<file path="src/rtl/usb_pkg.sv">
// Shared USB definitions: FSM encodings for the token transmitter and the
// receiver, SYNC pattern, and the CRC5 constants/step function.
package usb_pkg;

    typedef enum logic [2:0] {
        TX_IDLE    = 3'd0,
        TX_SYNC    = 3'd1,
        TX_PID     = 3'd2,
        TX_TOKEN   = 3'd3,
        TX_CRC     = 3'd4,
        TX_EOP_SE0 = 3'd5,
        TX_EOP_J   = 3'd6
    } tx_state_e;

    typedef enum logic [2:0] {
        RX_IDLE  = 3'd0,
        RX_SYNC  = 3'd1,
        RX_PID   = 3'd2,
        RX_TOKEN = 3'd3,
        RX_CRC   = 3'd4,
        RX_EOP   = 3'd5
    } rx_state_e;

    // SYNC is sent LSB first: seven 0s then a 1.
    localparam logic [7:0] SYNC_BYTE = 8'h80;
    localparam logic [4:0] CRC5_INIT = 5'b11111;
    // x^5 + x^2 + 1, x^5 implied by the shift-out.
    localparam logic [4:0] CRC5_POLY = 5'b00101;

    // One serial CRC5 step for a single data bit in transmit order.
    function automatic logic [4:0] crc5_next(input logic [4:0] crc, input logic din);
        logic fb;
        fb = crc[4] ^ din;
        crc5_next = {crc[3:0], 1'b0} ^ (fb ? CRC5_POLY : 5'b00000);
    endfunction

endpackage

</file>
<file path="src/rtl/usb_bit_timer.sv">
// Bit-time generator: while enabled, pulses bit_strobe on the last clk of
// every CLKS_PER_BIT-cycle bit period; holds its count at zero when disabled.
module usb_bit_timer #(
    parameter int CLKS_PER_BIT = 8
) (
    input  logic clk,
    input  logic n_rst,
    input  logic en,
    output logic bit_strobe
);

    localparam int CW = (CLKS_PER_BIT > 1) ? $clog2(CLKS_PER_BIT) : 1;
    localparam logic [CW-1:0] LAST = CW'(CLKS_PER_BIT - 1);

    logic [CW-1:0] cnt_q, cnt_d;

    // Count within the bit, wrapping at the last cycle; clear when idle.
    always_comb begin
        cnt_d = cnt_q;
        if (!en) begin
            cnt_d = '0;
        end else if (cnt_q == LAST) begin
            cnt_d = '0;
        end else begin
            cnt_d = cnt_q + 1'b1;
        end
    end

    // Cycle counter register.
    always_ff @(posedge clk or negedge n_rst) begin
        if (!n_rst) begin
            cnt_q <= '0;
        end else begin
            cnt_q <= cnt_d;
        end
    end

    assign bit_strobe = en && (cnt_q == LAST);

endmodule

</file>
<file path="src/rtl/usb_token_tx.sv">
// USB token packet transmitter: SYNC, PID, 11-bit address/endpoint, CRC5,
// with bit stuffing and NRZI, finished by SE0-SE0-J EOP.
//
// Handshake: start is a one-cycle request sampled only while busy=0; the
// fields are captured on that edge. busy is high for the whole packet and
// drops in the same cycle done pulses; that done cycle is already idle, so a
// start presented there is taken immediately.
module usb_token_tx
    import usb_pkg::*;
#(
    parameter int CLKS_PER_BIT = 8
) (
    input  logic       clk,
    input  logic       n_rst,
    input  logic       start,
    input  logic [3:0] pid,
    input  logic [6:0] addr,
    input  logic [3:0] endp,
    output logic       busy,
    output logic       done,
    output logic       d_plus,
    output logic       d_minus,
    output logic       tx_oe,
    output tx_state_e  dbg_state
);

    tx_state_e   state_q, state_d, adv_state;
    logic [3:0]  cnt_q, cnt_d, adv_cnt;   // bit index within the current field
    logic        stuff_q, stuff_d;        // current bit time is a stuffed 0
    logic [2:0]  ones_q, ones_d;          // consecutive 1s ending at the current bit
    logic        nrzi_q, nrzi_d;          // line level, 1 = J
    logic [4:0]  crc_q, crc_d;
    logic [7:0]  pid_q, pid_d;
    logic [10:0] tok_q, tok_d;            // {endp, addr}, bit 0 sent first
    logic        done_q, done_d;
    logic        bit_strobe, timer_en, in_field, adv_is_field, need_stuff, nxt_bit;

    assign timer_en = (state_q != TX_IDLE);

    usb_bit_timer #(
        .CLKS_PER_BIT(CLKS_PER_BIT)
    ) u_bit_timer (
        .clk       (clk),
        .n_rst     (n_rst),
        .en        (timer_en),
        .bit_strobe(bit_strobe)
    );

    // Data bit at a given field position; CRC goes out inverted, bit 4 first.
    function automatic logic field_bit(input tx_state_e st, input logic [3:0] idx,
                                       input logic [7:0] pid_byte, input logic [10:0] token,
                                       input logic [4:0] crc);
        logic [4:0] crc_field;
        crc_field = ~crc;
        case (st)
            TX_SYNC:  field_bit = SYNC_BYTE[idx[2:0]];
            TX_PID:   field_bit = pid_byte[idx[2:0]];
            TX_TOKEN: field_bit = token[idx];
            TX_CRC:   field_bit = crc_field[3'd4 - idx[2:0]];
            default:  field_bit = 1'b1;
        endcase
    endfunction

    assign in_field     = state_q inside {TX_SYNC, TX_PID, TX_TOKEN, TX_CRC};
    assign adv_is_field = adv_state inside {TX_SYNC, TX_PID, TX_TOKEN, TX_CRC};
    // A stuffed 0 follows the sixth consecutive 1, including the last CRC bit.
    assign need_stuff   = in_field && !stuff_q && (ones_q == 3'd6);

    // Field position that follows the current data bit.
    always_comb begin
        adv_state = state_q;
        adv_cnt   = cnt_q + 4'd1;
        case (state_q)
            TX_SYNC:    if (cnt_q == 4'd7)  begin adv_state = TX_PID;     adv_cnt = '0; end
            TX_PID:     if (cnt_q == 4'd7)  begin adv_state = TX_TOKEN;   adv_cnt = '0; end
            TX_TOKEN:   if (cnt_q == 4'd10) begin adv_state = TX_CRC;     adv_cnt = '0; end
            TX_CRC:     if (cnt_q == 4'd4)  begin adv_state = TX_EOP_SE0; adv_cnt = '0; end
            TX_EOP_SE0: if (cnt_q == 4'd1)  begin adv_state = TX_EOP_J;   adv_cnt = '0; end
            TX_EOP_J:   begin adv_state = TX_IDLE; adv_cnt = '0; end
            default:    adv_cnt = '0;
        endcase
    end

    // Next-state: accept start in IDLE, otherwise step one bit per strobe.
    always_comb begin
        state_d = state_q;
        cnt_d   = cnt_q;
        stuff_d = stuff_q;
        ones_d  = ones_q;
        nrzi_d  = nrzi_q;
        crc_d   = crc_q;
        pid_d   = pid_q;
        tok_d   = tok_q;
        done_d  = 1'b0;
        nxt_bit = 1'b1;
        if (state_q == TX_IDLE) begin
            if (start) begin
                // First SYNC bit is a 0: toggle from the idle J to K.
                state_d = TX_SYNC;
                cnt_d   = '0;
                stuff_d = 1'b0;
                ones_d  = '0;
                nrzi_d  = 1'b0;
                crc_d   = CRC5_INIT;
                pid_d   = {~pid, pid};
                tok_d   = {endp, addr};
            end
        end else if (bit_strobe) begin
            // CRC absorbs each real TOKEN bit as it leaves the wire.
            if (state_q == TX_TOKEN && !stuff_q) begin
                crc_d = crc5_next(crc_q, tok_q[cnt_q]);
            end
            if (need_stuff) begin
                stuff_d = 1'b1;
                ones_d  = '0;
                nrzi_d  = ~nrzi_q;
            end else begin
                stuff_d = 1'b0;
                state_d = adv_state;
                cnt_d   = adv_cnt;
                nxt_bit = field_bit(adv_state, adv_cnt, pid_q, tok_q, crc_d);
                if (adv_is_field) begin
                    ones_d = nxt_bit ? ones_q + 3'd1 : 3'd0;
                    if (!nxt_bit) begin
                        nrzi_d = ~nrzi_q;
                    end
                end else begin
                    ones_d = '0;
                    nrzi_d = 1'b1;
                end
                done_d = (state_q == TX_EOP_J);
            end
        end
    end

    // State and datapath registers.
    always_ff @(posedge clk or negedge n_rst) begin
        if (!n_rst) begin
            state_q <= TX_IDLE;
            cnt_q   <= '0;
            stuff_q <= 1'b0;
            ones_q  <= '0;
            nrzi_q  <= 1'b1;
            crc_q   <= CRC5_INIT;
            pid_q   <= '0;
            tok_q   <= '0;
            done_q  <= 1'b0;
        end else begin
            state_q <= state_d;
            cnt_q   <= cnt_d;
            stuff_q <= stuff_d;
            ones_q  <= ones_d;
            nrzi_q  <= nrzi_d;
            crc_q   <= crc_d;
            pid_q   <= pid_d;
            tok_q   <= tok_d;
            done_q  <= done_d;
        end
    end

    // Line drive: SE0 in the first EOP phase, J when idle or closing EOP.
    always_comb begin
        d_plus  = nrzi_q;
        d_minus = ~nrzi_q;
        if (state_q == TX_EOP_SE0) begin
            d_plus  = 1'b0;
            d_minus = 1'b0;
        end else if (state_q == TX_IDLE || state_q == TX_EOP_J) begin
            d_plus  = 1'b1;
            d_minus = 1'b0;
        end
    end

    assign busy      = (state_q != TX_IDLE);
    assign tx_oe     = (state_q != TX_IDLE);
    assign done      = done_q;
    assign dbg_state = state_q;

endmodule

</file>
<file path="config.mk">
export PLATFORM = sky130hd
export DESIGN_NAME = usb_token_tx
export DESIGN_NICKNAME = d
export VERILOG_FILES = /design/src/rtl/usb_pkg.sv /design/src/rtl/usb_bit_timer.sv /design/src/rtl/usb_token_tx.sv
export SDC_FILE = /design/constraint.sdc
export NUM_CORES = 1
export LEC_CHECK = 0
export CAP_MARGIN = 20
export CORE_AREA = 2 2 73 75
export CTS_BUF_LIST = sky130_fd_sc_hd__clkbuf_8
export CTS_CLUSTER_SIZE = 28
export DETAILED_ROUTE_END_ITERATION = 7
export DIE_AREA = 0 0 75 77
export PLACE_DENSITY = 0.81
export SLEW_MARGIN = 30
export SYNTH_ARGS = -nofsm -noshare
export SYNTH_HDL_FRONTEND = slang
export SYNTH_SLANG_ARGS = --single-unit
</file>
<file path="constraint.sdc">
create_clock -name clk -period 6.5 [get_ports clk]
set_input_delay 0.975 -clock clk [delete_from_list [all_inputs] [get_ports clk]]
set_output_delay 0.975 -clock clk [all_outputs]
set_load 0.01 [all_outputs]
</file>
==> metrics.md, run 1 <==
| Metric | Value |
|---|---|
| Setup bufs post-CTS | 0 |
| Die height | between 70 and 80 um |
| CTS clk-pin slew, worst paths | 80 ps |
| CTS tree | built |
| Number of synthesized register bits | 40 |
| LEAKAGE | ~1.3 nW |
| Startpoint Class | flop |
| Top-area cell type share of the netlist area | 31.87% |
| Yosys cell types | 67 |
| Min Tclk post-route | 3927 ps |
| Clock H-tree levels | 2 |
| Status | finished clean |
| Comb power frac | ~54% |
| RD Place Congestion | between 0.8 and 0.9 |
| Post-CTS sizing | 0 |
| Proportion of layout cells with a drive suffix above 1 | 16.72% |
| Ranking of synthesized cells by area | dfrtp_1 (32%), mux2_2 (7.6%), dfstp_2 (5.9%), ha_1 (4.7%), a21oi_1 (3.7%) |
| Seq/Total Area, Yosys | 37.77% |
| Crit end category | flop |
| # DRC | 0 |
| Final ANT Viol Nets | 0 |
| Final Hold Viols | 0 |
| Top_reg_cell synth | dfrtp_1 |
| Detailed Route WL | ~5800 um |
| IO Count | 26 |
| Syn Area/Cell | around 9.5 um2 |
| CP required | roughly 6700 ps |
| Reg power frac | a little under a third |
| R2R Path Start | cnt_q[0] |
| Hold Crit Start | u_bit_timer.cnt_q[0] |
| DR WL/cell | 15.77 um |
| Synth warn | 0 |
| Setup Skew | 5.743 ps |
| Fin crit share | 60.42% |
| Iteration count of the initial detailed-routing pass | 5 |
| Hold endpoint | u_bit_timer.cnt_q[0] |
| Largest net degree at the start of global routing | 41 |
| CP max-delay cell | dfrtp_1 |
| PwrDens | 452.4 nW/um2 |
| CP max FO | 13 |
| Post-Layout Cell Count | 369 |
| Worst hold stages | 1 |
| PortBufs | 25 |
| Clock sinks | 40 |
| Tightest Pin Transition | 846.6 ps |
| Worst path max stage delay | 640 ps |
| Iter 0 DRT Violations | 185 |
| Synth area leader | dfrtp_1 |
| Hold Path Class | flop to flop |
| Most instantiated cells after synthesis | dfrtp_1 (34), nand2_1 (25), nor2_1 (22) |
| Count of hold-fix buffers inserted at cts | 0 |
| Most frequent cell after synthesis | dfrtp_1 |
| Synth-to-layout area growth | 14.01% |
| Post-synth EDFFs | 0 |
| Post-Syn Nets | 309 |
| # nets final | 326 |
| DR vias | 2173 |
| R2R setup slack | 2570 ps |
| Sum Neg Setup Slack | 0 ps |
| Internal | 0.7895 mW |
| FILL cells | 436 |
| Cells after DPL | 361 |
| Site Rows | 26 |
| Arr. time, crit path | 4140 ps |
| Root buffer cell | clkbuf_8 |
| Initial Util | a little over half |
| First-pass GRT wire length | 10100 um |
| Clock Power Share | 14.5% |
| CTS max path bufs | 2 |
| Final Slew Violations | 0 |
| Total gr overflow | 0 |
| R2r endpoint | nrzi_q |
| DPL Wire Length | ~4100 um |
| Crit path cell chain | inv_1, ha_1, and3b_1, o32a_4, a21oi_2, ha_1, inv_1, nor2_1, a311oi_1, o22ai_1, a2111o_1, nand4_2, mux2i_1, nor3_2 |
| Worst skew pair latency | about 290 ps |
| # diodes | 0 |
| Asr flop ratio synth | 100.0% |
| CTS Buf Count | 5 |
| Unrepaired setup endpoints after global routing | false |
| Critical setup path kind | flop to flop |
| Mapped cell area | approximately 2700 um2 |
| FF-to-FF path depth | 14 |
| Number of global-route vias before repair | ~2100 |
| Area of the multi-input gates | 1540 um2 |
| Final setup vio count | 0 |
| Switching power | approximately 0.59 mW |
| Initial antenna violation count | 0 |
| GRT Util Overall | about 22% |
| Core Area | 4977 um2 |
| Max Cap Violations | 0 |
| DIE AREA | 5775 um2 |
| Top achievable clock speed | 254.6 MHz |
| Vias per cell | 5.889 |
| Cell count after synthesis | 281 |
| Worst vdd ir | 259.0 uV |
| Net Sw Frac | 42.68% |
| Reg area | 1008 um2 |
| Slew headroom | 43.22% |
| Die width | about 75 um |
how the worst max path moves through the flow:
stage	endpoint	start	cells after the start	slack, ps
2_1_floorplan	nrzi_q	cnt_q[0]	16	3000
5_1_grt	nrzi_q	cnt_q[0]	14	2260
3_5_place_dp	nrzi_q	cnt_q[0]	14	2610
3_3_place_gp	nrzi_q	cnt_q[0]	14	2780
6_report	nrzi_q	cnt_q[0]	14	2570
4_1_cts	nrzi_q	cnt_q[0]	14	2580
flip-flops by register name, indices dropped and copies added (netlist names):
signal,cells
tok_q,11
pid_q,8
crc_q,5
cnt_q,4
dbg_state,3
ones_q,3
u_bit_timer.cnt_q,3
done,1
nrzi_q,1
stuff_q,1
critical path: cells and delay by family (launching register included):
| family | cells | cell delay (ps) |
|---|---|---|
| AOI/OAI and AO/OA | 5 | 1590 |
| muxes | 1 | 230 |
| adders and majority gates | 2 | 620 |
| and+or+nand+nor | 4 | 470 |
| DFF | 1 | 640 |
| buffers and inverters | 2 | 300 |
logic make-up (layout without fill, tap and decap cells):
family	after synthesis	in the layout	synth area share, %
AOI/OAI and AO/OA	79	79	21.23
xor gates and xnor gates	6	6	1.968
adders and majority gates	10	10	4.686
buffers and inverters	28	46	4.686
DFF	40	40	37.77
muxes	23	23	10.40
and+or+nand+nor	95	95	19.26
per-layer routing:
layer	routed length, um	track usage [%]	up-vias
li1	-	-	1069
met1	2543	30.76	1018
met2	2941	35.88	74
met3	247	4.074	12
met4	86	4.643	0
met5	0	0	-
per-stage QoR:
step	setup WS (ps)	utilization, %	hold WS (ps)	area, um2	total power [mW]
finish	2573	61.16	473.5	3044	1.377
CTS	2578	61.04	477.4	3038	1.369
global route	2257	61.16	512.2	3044	1.477
global placement	2783	58.87	432.5	2930	1.140
detailed placement	2614	58.87	466.7	2930	1.160
floorplan	3002	-	415.0	2670	0.9781
cell type report:
class	count	area share [%]
Sequential cell	40	33.13
Multi-Input combinational cell	213	50.60
Clock buffer	5	2.261
Tap cell	70	2.877
Clock inverter	3	1.274
Timing Repair Buffer	26	8.385
Inverter	12	1.480
placed cells by master (no fill, tap or decap), drive strengths merged, types with 2 or more instances in the layout:
master         netlist  layout
nor3b                5       5
a211oi               8       8
inv                 11      12
a21oi               21      21
buf                 13       2
and2                 4       4
clkinv               1       2
a311oi               3       3
nand2b               7       7
xnor2                4       4
ha                  10      10
a221oi               4       4
nor3                 7       7
dfrtp               34      34
nor2b                2       2
nor2                22      22
dfstp                6       6
a211o                2       2
xor2                 2       2
clkbuf               3       5
a22oi                2       2
mux4                 2       2
o22ai                2       2
o32a                 2       2
clkdlybuf4s50        0      24
and3b                2       2
nand3                5       5
a31o                 2       2
nand2               25      25
o21ai               16      16
mux2                18      18
nand4                2       2
nand3b               6       6
a21o                 5       5
mux2i                3       3
power groups by stage:
| stage | clock [mW] | sequential, mW | combinational, mW |
|---|---|---|---|
| 5_1_grt | 0.213 | 0.454 | 0.810 |
| 3_3_place_gp | 0 | 0.436 | 0.704 |
| 3_5_place_dp | 0 | 0.441 | 0.720 |
| 6_report | 0.199 | 0.438 | 0.740 |
| 4_1_cts | 0.202 | 0.436 | 0.731 |
| 2_1_floorplan | 0 | 0.382 | 0.596 |
Power figures use the tool's default switching activity.
==> inputs of run 2 (changes only) <==
--- a/config.mk
+++ b/config.mk
@@ -6,12 +6,12 @@
 export NUM_CORES = 1
 export LEC_CHECK = 0
 export CAP_MARGIN = 20
-export CORE_AREA = 2 2 73 75
+export CORE_AREA = 2 2 74 76
 export CTS_BUF_LIST = sky130_fd_sc_hd__clkbuf_8
 export CTS_CLUSTER_SIZE = 28
 export DETAILED_ROUTE_END_ITERATION = 7
-export DIE_AREA = 0 0 75 77
-export PLACE_DENSITY = 0.81
+export DIE_AREA = 0 0 76 78
+export PLACE_DENSITY = 0.82
 export SLEW_MARGIN = 30
 export SYNTH_ARGS = -nofsm -noshare
 export SYNTH_HDL_FRONTEND = slang
==> constraint.sdc (replaced) <==
create_clock -name clk -period 3.2 [get_ports clk]
set_input_delay 0.48 -clock clk [delete_from_list [all_inputs] [get_ports clk]]
set_output_delay 0.48 -clock clk [all_outputs]
set_load 0.01 [all_outputs]
==> run 2 against run 1 <==
Wire length rose by 5.0%. Cell count rose by 6.2%. Combinational power rose to 2.5 times the previous value. Critical path type unchanged. Critical endpoint unchanged. Highest routed layer unchanged.
==> metrics.md, run 2 (synthesis results as in run 1) <==
| Metric | Value |
|---|---|
| Clock H-tree levels | 2 (unchanged) |
| Area of the multi-input gates | 1574 um2 (was 1540 um2) |
| Final Hold Viols | 0 (unchanged) |
| PwrDens | 923.5 nW/um2 (was 452.4 nW/um2) |
| Worst path max stage delay | 440 ps (was 640 ps) |
| FILL cells | 427 (was 436) |
| Initial Util | 52.95% (was 53.65%) |
| Crit path max-delay family | compound AO/OA/AOI/OAI gates (unchanged) |
| DIE AREA | 5928 um2 (was 5775 um2) |
| Sum Neg Setup Slack | 0 ps (unchanged) |
| GRT Util Overall | 22.20% (was 22.17%) |
| Iteration count of the initial detailed-routing pass | 4 (was 5) |
| Switching power | 1.264 mW (was 0.5879 mW) |
| Final ANT Viol Nets | 0 (unchanged) |
| Min Tclk post-route | 3065 ps (was 3927 ps) |
| Die width | 76 um (was 75 um) |
| Site Rows | 26 (unchanged) |
| Clock Power Share | 11.7% (was 14.5%) |
| CP max FO | 5 (was 13) |
| Top achievable clock speed | 326.3 MHz (was 254.6 MHz) |
| Proportion of layout cells with a drive suffix above 1 | 25.16% (was 16.72%) |
| Worst skew pair latency | 290 ps (about the same) |
| Slew headroom | 66.08% (was 43.22%) |
| IO Count | 26 (unchanged) |
| PortBufs | 25 (unchanged) |
| Max Cap Violations | 0 (unchanged) |
| Number of global-route vias before repair | 2228 (was 2117) |
| Total gr overflow | 0 (unchanged) |
| Top reg by flops | tok_q (unchanged) |
| Critical setup path kind | flop to flop (unchanged) |
| Worst vdd ir | 514.3 uV (was 259.0 uV) |
| First-pass GRT wire length | 10700 um (was 10100 um) |
| Detailed Route WL | 6108 um (was 5819 um) |
| Root buffer cell | clkbuf_8 (unchanged) |
| Startpoint Class | flop (unchanged) |
| Placement Setup Slack | 74.80 ps (was 2614 ps) |
| Final setup vio count | 0 (unchanged) |
| Reg area | 1011 um2 (was 1008 um2) |
| Regs by FF count | tok_q x11, pid_q x8, crc_q x5 (unchanged) |
| Tightest Pin Transition | 508.8 ps (was 846.6 ps) |
| Internal | 1.742 mW (was 0.7895 mW) |
| DR WL/cell | 15.58 um (was 15.77 um) |
| CTS max path bufs | 2 (unchanged) |
| CP required | 3420 ps (was 6710 ps) |
| WP buf/inv | 1 (was 2) |
| # DRC | 0 (unchanged) |
| Die height | 78 um (was 77 um) |
| Core Area | 5042 um2 (was 4977 um2) |
| R2R Path Start | cnt_q[1] (was cnt_q[0]) |
| Vias per cell | 5.934 (was 5.889) |
| FF-to-FF path depth | 13 (was 14) |
| Most frequent cells in the layout | dfrtp_1 (32), nand2_1 (25), clkdlybuf4s50_1 (24), buf_4 (24), nor2_1 (22) (was dfrtp_1 (34), nand2_1 (25), clkdlybuf4s50_1 (24)) |
| RD Place Congestion | 0.9837 (was 0.8806) |
| CP Launch Point | cnt_q[1] (was cnt_q[0]) |
| Status | finished clean (unchanged) |
| Arr. time, crit path | 3290 ps (was 4140 ps) |
| Initial antenna violation count | 0 (unchanged) |
| DR vias | 2326 (was 2173) |
| Synth-to-layout area growth | 21.93% (was 14.01%) |
| # nets final | 349 (was 326) |
| Fin Hold WS | 146.0 ps (was 473.5 ps) |
| Reg power frac | 26.8% (was 31.8%) |
| Largest net degree at the start of global routing | 41 (unchanged) |
| Setup ws final | 135.2 ps (was 2573 ps) |
| Commonest non-fill, non-tap cell in the layout | dfrtp_1 (unchanged) |
| Number of cells on the critical path | 13 (was 14) |
| Setup Skew | 5.397 ps (was 5.743 ps) |
| Crit end category | flop (unchanged) |
| Power after layout | 3.007 mW (was 1.377 mW) |
| Crit path cell chain | ha_2, and3b_1, o32a_4, a21oi_4, ha_4, inv_2, nor2_1, a311oi_1, o22ai_1, a2111o_1, nand4_2, mux2i_1, nor3_2 (was inv_1, ha_1, and3b_1, o32a_4, a21oi_2, ha_1, inv_1, nor2_1, a311oi_1, o22ai_1, a2111o_1, nand4_2, mux2i_1, nor3_2) |
| CTS clk-pin slew, worst paths | 80 ps (about the same) |
| Count of hold-fix buffers inserted at cts | 0 (unchanged) |
| DPL Wire Length | 4461 um (was 4087 um) |
| Iter 0 DRT Violations | 174 (was 185) |
| # diodes | 0 (unchanged) |
| CTS tree | built (unchanged) |
| Comb power frac | 61.5% (was 53.7%) |
| Unrepaired setup endpoints after global routing | false (unchanged) |
| LEAKAGE | 1.396 nW (was 1.291 nW) |
| Fin crit share | 95.78% (was 60.42%) |
| Final Slew Violations | 0 (unchanged) |
| Net Sw Frac | 42.05% (was 42.68%) |
| CTS Buf Count | 5 (unchanged) |
| Clock sinks | 40 (unchanged) |
| CP max-delay cell | dfrtp_2 (was dfrtp_1) |
| Max reg flops | 11 (unchanged) |
| Hold Path Class | primary input to async pin (was flop to flop) |
==> run 2: final cells by class <==
type                    count  share of cell area (%)
inverters                  12                   1.499
clock buffers               6                   2.537
repair buffers             49                   13.53
well taps                  70                   2.690
clock inverters             2                  0.3459
multi-input cells         213                   48.35
flip-flops and latches     40                   31.05
==> run 2: path summary, 6_finish.rpt <==
| check | to | slack (ps) |
|---|---|---|
| setup / recovery | nrzi_q | 140 |
| hold / removal | u_bit_timer.cnt_q[2] | 150 |
| setup reg to reg | nrzi_q | 140 |
| hold reg to reg | u_bit_timer.cnt_q[0] | 440 |
| max in group asynchronous | cnt_q[1] | 2670 |
| min in group clk | u_bit_timer.cnt_q[0] | 440 |
==> run 2: worst reg2reg max path, delay by kind of cell, from the launching register on <==
family          cells  cell delay, ps
compound gates      5            1400
flops               1             440
fa+ha+maj           2             430
simple gates        4             430
mux                 1             230
buf+inv             1              70
==> run 2: per-stage QoR <==
stage	util, %	area [um2]	instances
3_5_place_dp	61.09	3080	378
3_3_place_gp	61.09	3080	378
5_1_grt	64.57	3256	392
2_1_floorplan	-	2699	281
4_1_cts	62.95	3174	386
6_report	64.57	3256	392
==> run 2: what timing repair did <==
| item | in CTS | in global routing |
|---|---|---|
| gates resized for setup | 0 | 6 |
| endpoints found under the hold margin | 0 | 0 |
| setup buffers | 0 | 6 |
| endpoints found under the setup margin | 0 | 4 |
==> run 2: routing by layer <==
layer	up-vias	part of all wire, %	GRT usage (%)	routed length [um]
li1	1107	-	-	-
met1	1120	43	28.29	2614
met2	82	49	36.25	2985
met3	17	5.5	4.302	336
met4	0	2.8	11.09	172
met5	-	0	0	0
==> run 2: power by group through the flow <==
stage	combinational, mW	sequential, mW	clock (mW)
6_report	1.85	0.805	0.353
5_1_grt	2.01	0.830	0.390
4_1_cts	1.75	0.804	0.358
3_5_place_dp	1.74	0.813	0
3_3_place_gp	1.69	0.803	0
2_1_floorplan	1.26	0.778	0
==> inputs of run 3 (changes only) <==
--- a/config.mk
+++ b/config.mk
@@ -6,12 +6,12 @@
 export NUM_CORES = 1
 export LEC_CHECK = 0
 export CAP_MARGIN = 20
-export CORE_AREA = 2 2 74 76
+export CORE_AREA = 2 2 73 75
 export CTS_BUF_LIST = sky130_fd_sc_hd__clkbuf_8
 export CTS_CLUSTER_SIZE = 28
 export DETAILED_ROUTE_END_ITERATION = 7
-export DIE_AREA = 0 0 76 78
-export PLACE_DENSITY = 0.82
+export DIE_AREA = 0 0 75 77
+export PLACE_DENSITY = 0.81
 export SLEW_MARGIN = 30
 export SYNTH_ARGS = -nofsm -noshare
 export SYNTH_HDL_FRONTEND = slang
==> constraint.sdc (replaced) <==
create_clock -name clk -period 3.9 [get_ports clk]
set_input_delay 0.585 -clock clk [delete_from_list [all_inputs] [get_ports clk]]
set_output_delay 0.585 -clock clk [all_outputs]
set_load 0.01 [all_outputs]
==> run 3 against run 2 <==
Cell count down 4.1%. Non-clock buffer count shrank 16. Combinational power decreased by 29%. Clock power about the same. Fmax decreased by 13%. Clock-buffer cell count fell by 1. Worst hold slack better by 110 ps. Register-to-register slack improved by 260 ps. Cell area decreased by 4.8%. Die area is 2.6% lower. Global-route usage increased by 0.25 points. Critical endpoint unchanged.
==> metrics.md, run 3 (synthesis results as in run 1) <==
| Metric | Value |
|---|---|
| Startpoint Class | flop (unchanged) |
| Detailed Route WL | 5832 um (was 6108 um) |
| # nets final | 333 (was 349) |
| Crit end category | flop (unchanged) |
| Vias per cell | 6.016 (was 5.934) |
| LEAKAGE | 1.321 nW (was 1.396 nW) |
| CTS clk-pin slew, worst paths | 80 ps (about the same) |
| Regs by FF count | tok_q x11, pid_q x8, crc_q x5 (unchanged) |
| Root buffer cell | clkbuf_8 (unchanged) |
| WP buf/inv | 2 (was 1) |
| Most frequent cells in the layout | dfrtp_1 (34), nand2_1 (25), clkdlybuf4s50_1 (24) (was dfrtp_1 (32), nand2_1 (25), clkdlybuf4s50_1 (24), buf_4 (24), nor2_1 (22)) |
| Fin Hold WS | 251.1 ps (was 146.0 ps) |
| Net Sw Frac | 42.44% (was 42.05%) |
| Switching power | 1.004 mW (was 1.264 mW) |
| CTS Buf Count | 5 (unchanged) |
| First-pass GRT wire length | 10090 um (was 10700 um) |
| Total gr overflow | 0 (unchanged) |
| # DRC | 0 (unchanged) |
| Final Slew Violations | 0 (unchanged) |
| Commonest non-fill, non-tap cell in the layout | dfrtp_1 (unchanged) |
| Final ANT Viol Nets | 0 (unchanged) |
| Largest net degree at the start of global routing | 41 (unchanged) |
| Sum Neg Setup Slack | 0 ps (unchanged) |
| Synth-to-layout area growth | 16.12% (was 21.93%) |
| Clock Power Share | 14.8% (was 11.7%) |
| Number of global-route vias before repair | 2062 (was 2228) |
| CP max FO | 9 (was 5) |
| CP most frequent cell | ha_1 |
| Grt met3 use | 4.731% (was 4.302%) |
| Initial Util | 53.65% (was 52.95%) |
| Post-Layout Cell Count | 376 (was 392) |
| Final Hold Viols | 0 (unchanged) |
| CTS tree | built (unchanged) |
| CP required | 4120 ps (was 3420 ps) |
| PortBufs | 25 (unchanged) |
| Internal | 1.362 mW (was 1.742 mW) |
| Slew headroom | 61.68% (was 66.08%) |
| Top reg by flops | tok_q (unchanged) |
| Status | finished clean (unchanged) |
| IO Count | 26 (unchanged) |
| PwrDens | 763.0 nW/um2 (was 923.5 nW/um2) |
| Met1 usage | 31.18% (was 28.29%) |
| Top achievable clock speed | 285.0 MHz (was 326.3 MHz) |
| Clock H-tree levels | 2 (unchanged) |
| Site Rows | 26 (unchanged) |
| Final setup vio count | 0 (unchanged) |
| Hold Path Class | primary input to async pin (unchanged) |
| Setup Skew | 2.442 ps (was 5.397 ps) |
| Max Cap Violations | 0 (unchanged) |
| RD Place Congestion | 0.9218 (was 0.9837) |
| Comb power frac | 55.9% (was 61.5%) |
| Cells after DPL | 368 (was 378) |
| Reg power frac | 29.3% (was 26.8%) |
| Grt met2 use | 34.82% (was 36.25%) |
| Min Tclk post-route | 3509 ps (was 3065 ps) |
| Fin crit share | 89.97% (was 95.78%) |
| Clock sinks | 40 (unchanged) |
| Busiest metal layer after global routing | met2 (unchanged) |
| Core Area | 4977 um2 (was 5042 um2) |
| Count of hold-fix buffers inserted at cts | 0 (unchanged) |
| DR WL/cell | 15.51 um (was 15.58 um) |
| Critical setup path kind | flop to flop (unchanged) |
| Unrepaired setup endpoints after global routing | false (unchanged) |
| Initial antenna violation count | 0 (unchanged) |
| GRT Util Overall | 22.45% (was 22.20%) |
| Die height | 77 um (was 78 um) |
| CTS max path bufs | 2 (unchanged) |
| FILL cells | 419 (was 427) |
| Setup bufs post-CTS | 0 (unchanged) |
| Worst path max stage delay | 490 ps (was 440 ps) |
| Worst vdd ir | 435.1 uV (was 514.3 uV) |
| Crit path cell chain | buf_4, ha_1, nand3b_1, a32oi_2, a21oi_2, ha_1, inv_1, nor2_1, a311oi_1, o22ai_1, a2111o_1, nand4_2, mux2i_1, nor3_2 (was ha_2, and3b_1, o32a_4, a21oi_4, ha_4, inv_2, nor2_1, a311oi_1, o22ai_1, a2111o_1, nand4_2, mux2i_1, nor3_2) |
| Arr. time, crit path | 3730 ps (was 3290 ps) |
| Proportion of layout cells with a drive suffix above 1 | 18.63% (was 25.16%) |
| Tightest Pin Transition | 573.7 ps (was 508.8 ps) |
| DIE AREA | 5775 um2 (was 5928 um2) |
| Iteration count of the initial detailed-routing pass | 5 (was 4) |
| Post-CTS sizing | 0 (unchanged) |
| Max reg flops | 11 (unchanged) |
| Placement Setup Slack | 482.2 ps (was 74.80 ps) |
| DPL Wire Length | 4166 um (was 4461 um) |
| CP max-delay cell | a32oi_2 (was dfrtp_2) |
| Die width | 75 um (was 76 um) |
| Setup ws final | 391.3 ps (was 135.2 ps) |
| Crit path max-delay family | compound AO/OA/AOI/OAI gates (unchanged) |
| Worst skew pair latency | 290 ps (about the same) |
| # diodes | 0 (unchanged) |
| DR vias | 2262 (was 2326) |
| Iter 0 DRT Violations | 233 (was 174) |
run 3: cell types whose count changed in the layout (fill, tap and decap cells not counted), moves of 2 or more:
cell | before | now
ha_1 | 7 | 10
dfrtp_2 | 2 | 0
buf_4 | 24 | 9
inv_2 | 3 | 1
ha_2 | 2 | 0
dfrtp_1 | 32 | 34
run 3: routing by layer:
| metal | part of all wire, % | vias up |
|---|---|---|
| met2 | 49 | 90 |
| met4 | 2.4 | 0 |
| met3 | 5.0 | 18 |
| met5 | 0 | - |
| met1 | 43 | 1072 |
| li1 | - | 1082 |
run 3: power by group through the flow:
stage	logic, mW	registers [mW]	clock network, mW
global route	1.45	0.714	0.380
finish	1.32	0.692	0.350
global placement	1.27	0.692	0
detailed placement	1.30	0.698	0
floorplan	0.993	0.637	0
CTS	1.31	0.689	0.356
run 3: stage by stage:
stage          utilization [%]  total power [mW]  area, um2
6_report                 62.29             2.366       3100
5_1_grt                  62.29             2.545       3100
4_1_cts                  62.24             2.358       3098
3_5_place_dp             59.93             1.994       2983
3_3_place_gp             59.93             1.960       2983
2_1_floorplan                -             1.630       2670
run 3: cell type report:
type                       instances  area (um2)  area share, %
clock inverter                     3       46.29          1.493
multi-input combinational        213        1536          49.56
timing repair buffer              33       307.8          9.927
inverter                          12       45.04          1.453
tap                               70       87.58          2.825
clock buffer                       5       68.82          2.220
sequential                        40        1008          32.53
run 3: path summary, 6_finish.rpt:
path	start	endpoint	slack, ps	cells after the start
worst max-delay path	cnt_q[0]	nrzi_q	390	14
worst min-delay path	n_rst	u_bit_timer.cnt_q[0]	250	1
worst max register to register	cnt_q[0]	nrzi_q	390	14
worst min register to register	u_bit_timer.cnt_q[0]	u_bit_timer.cnt_q[0]	450	1
max in group asynchronous	n_rst	crc_q[3]	3270	1
min in group clk	u_bit_timer.cnt_q[0]	u_bit_timer.cnt_q[0]	450	1
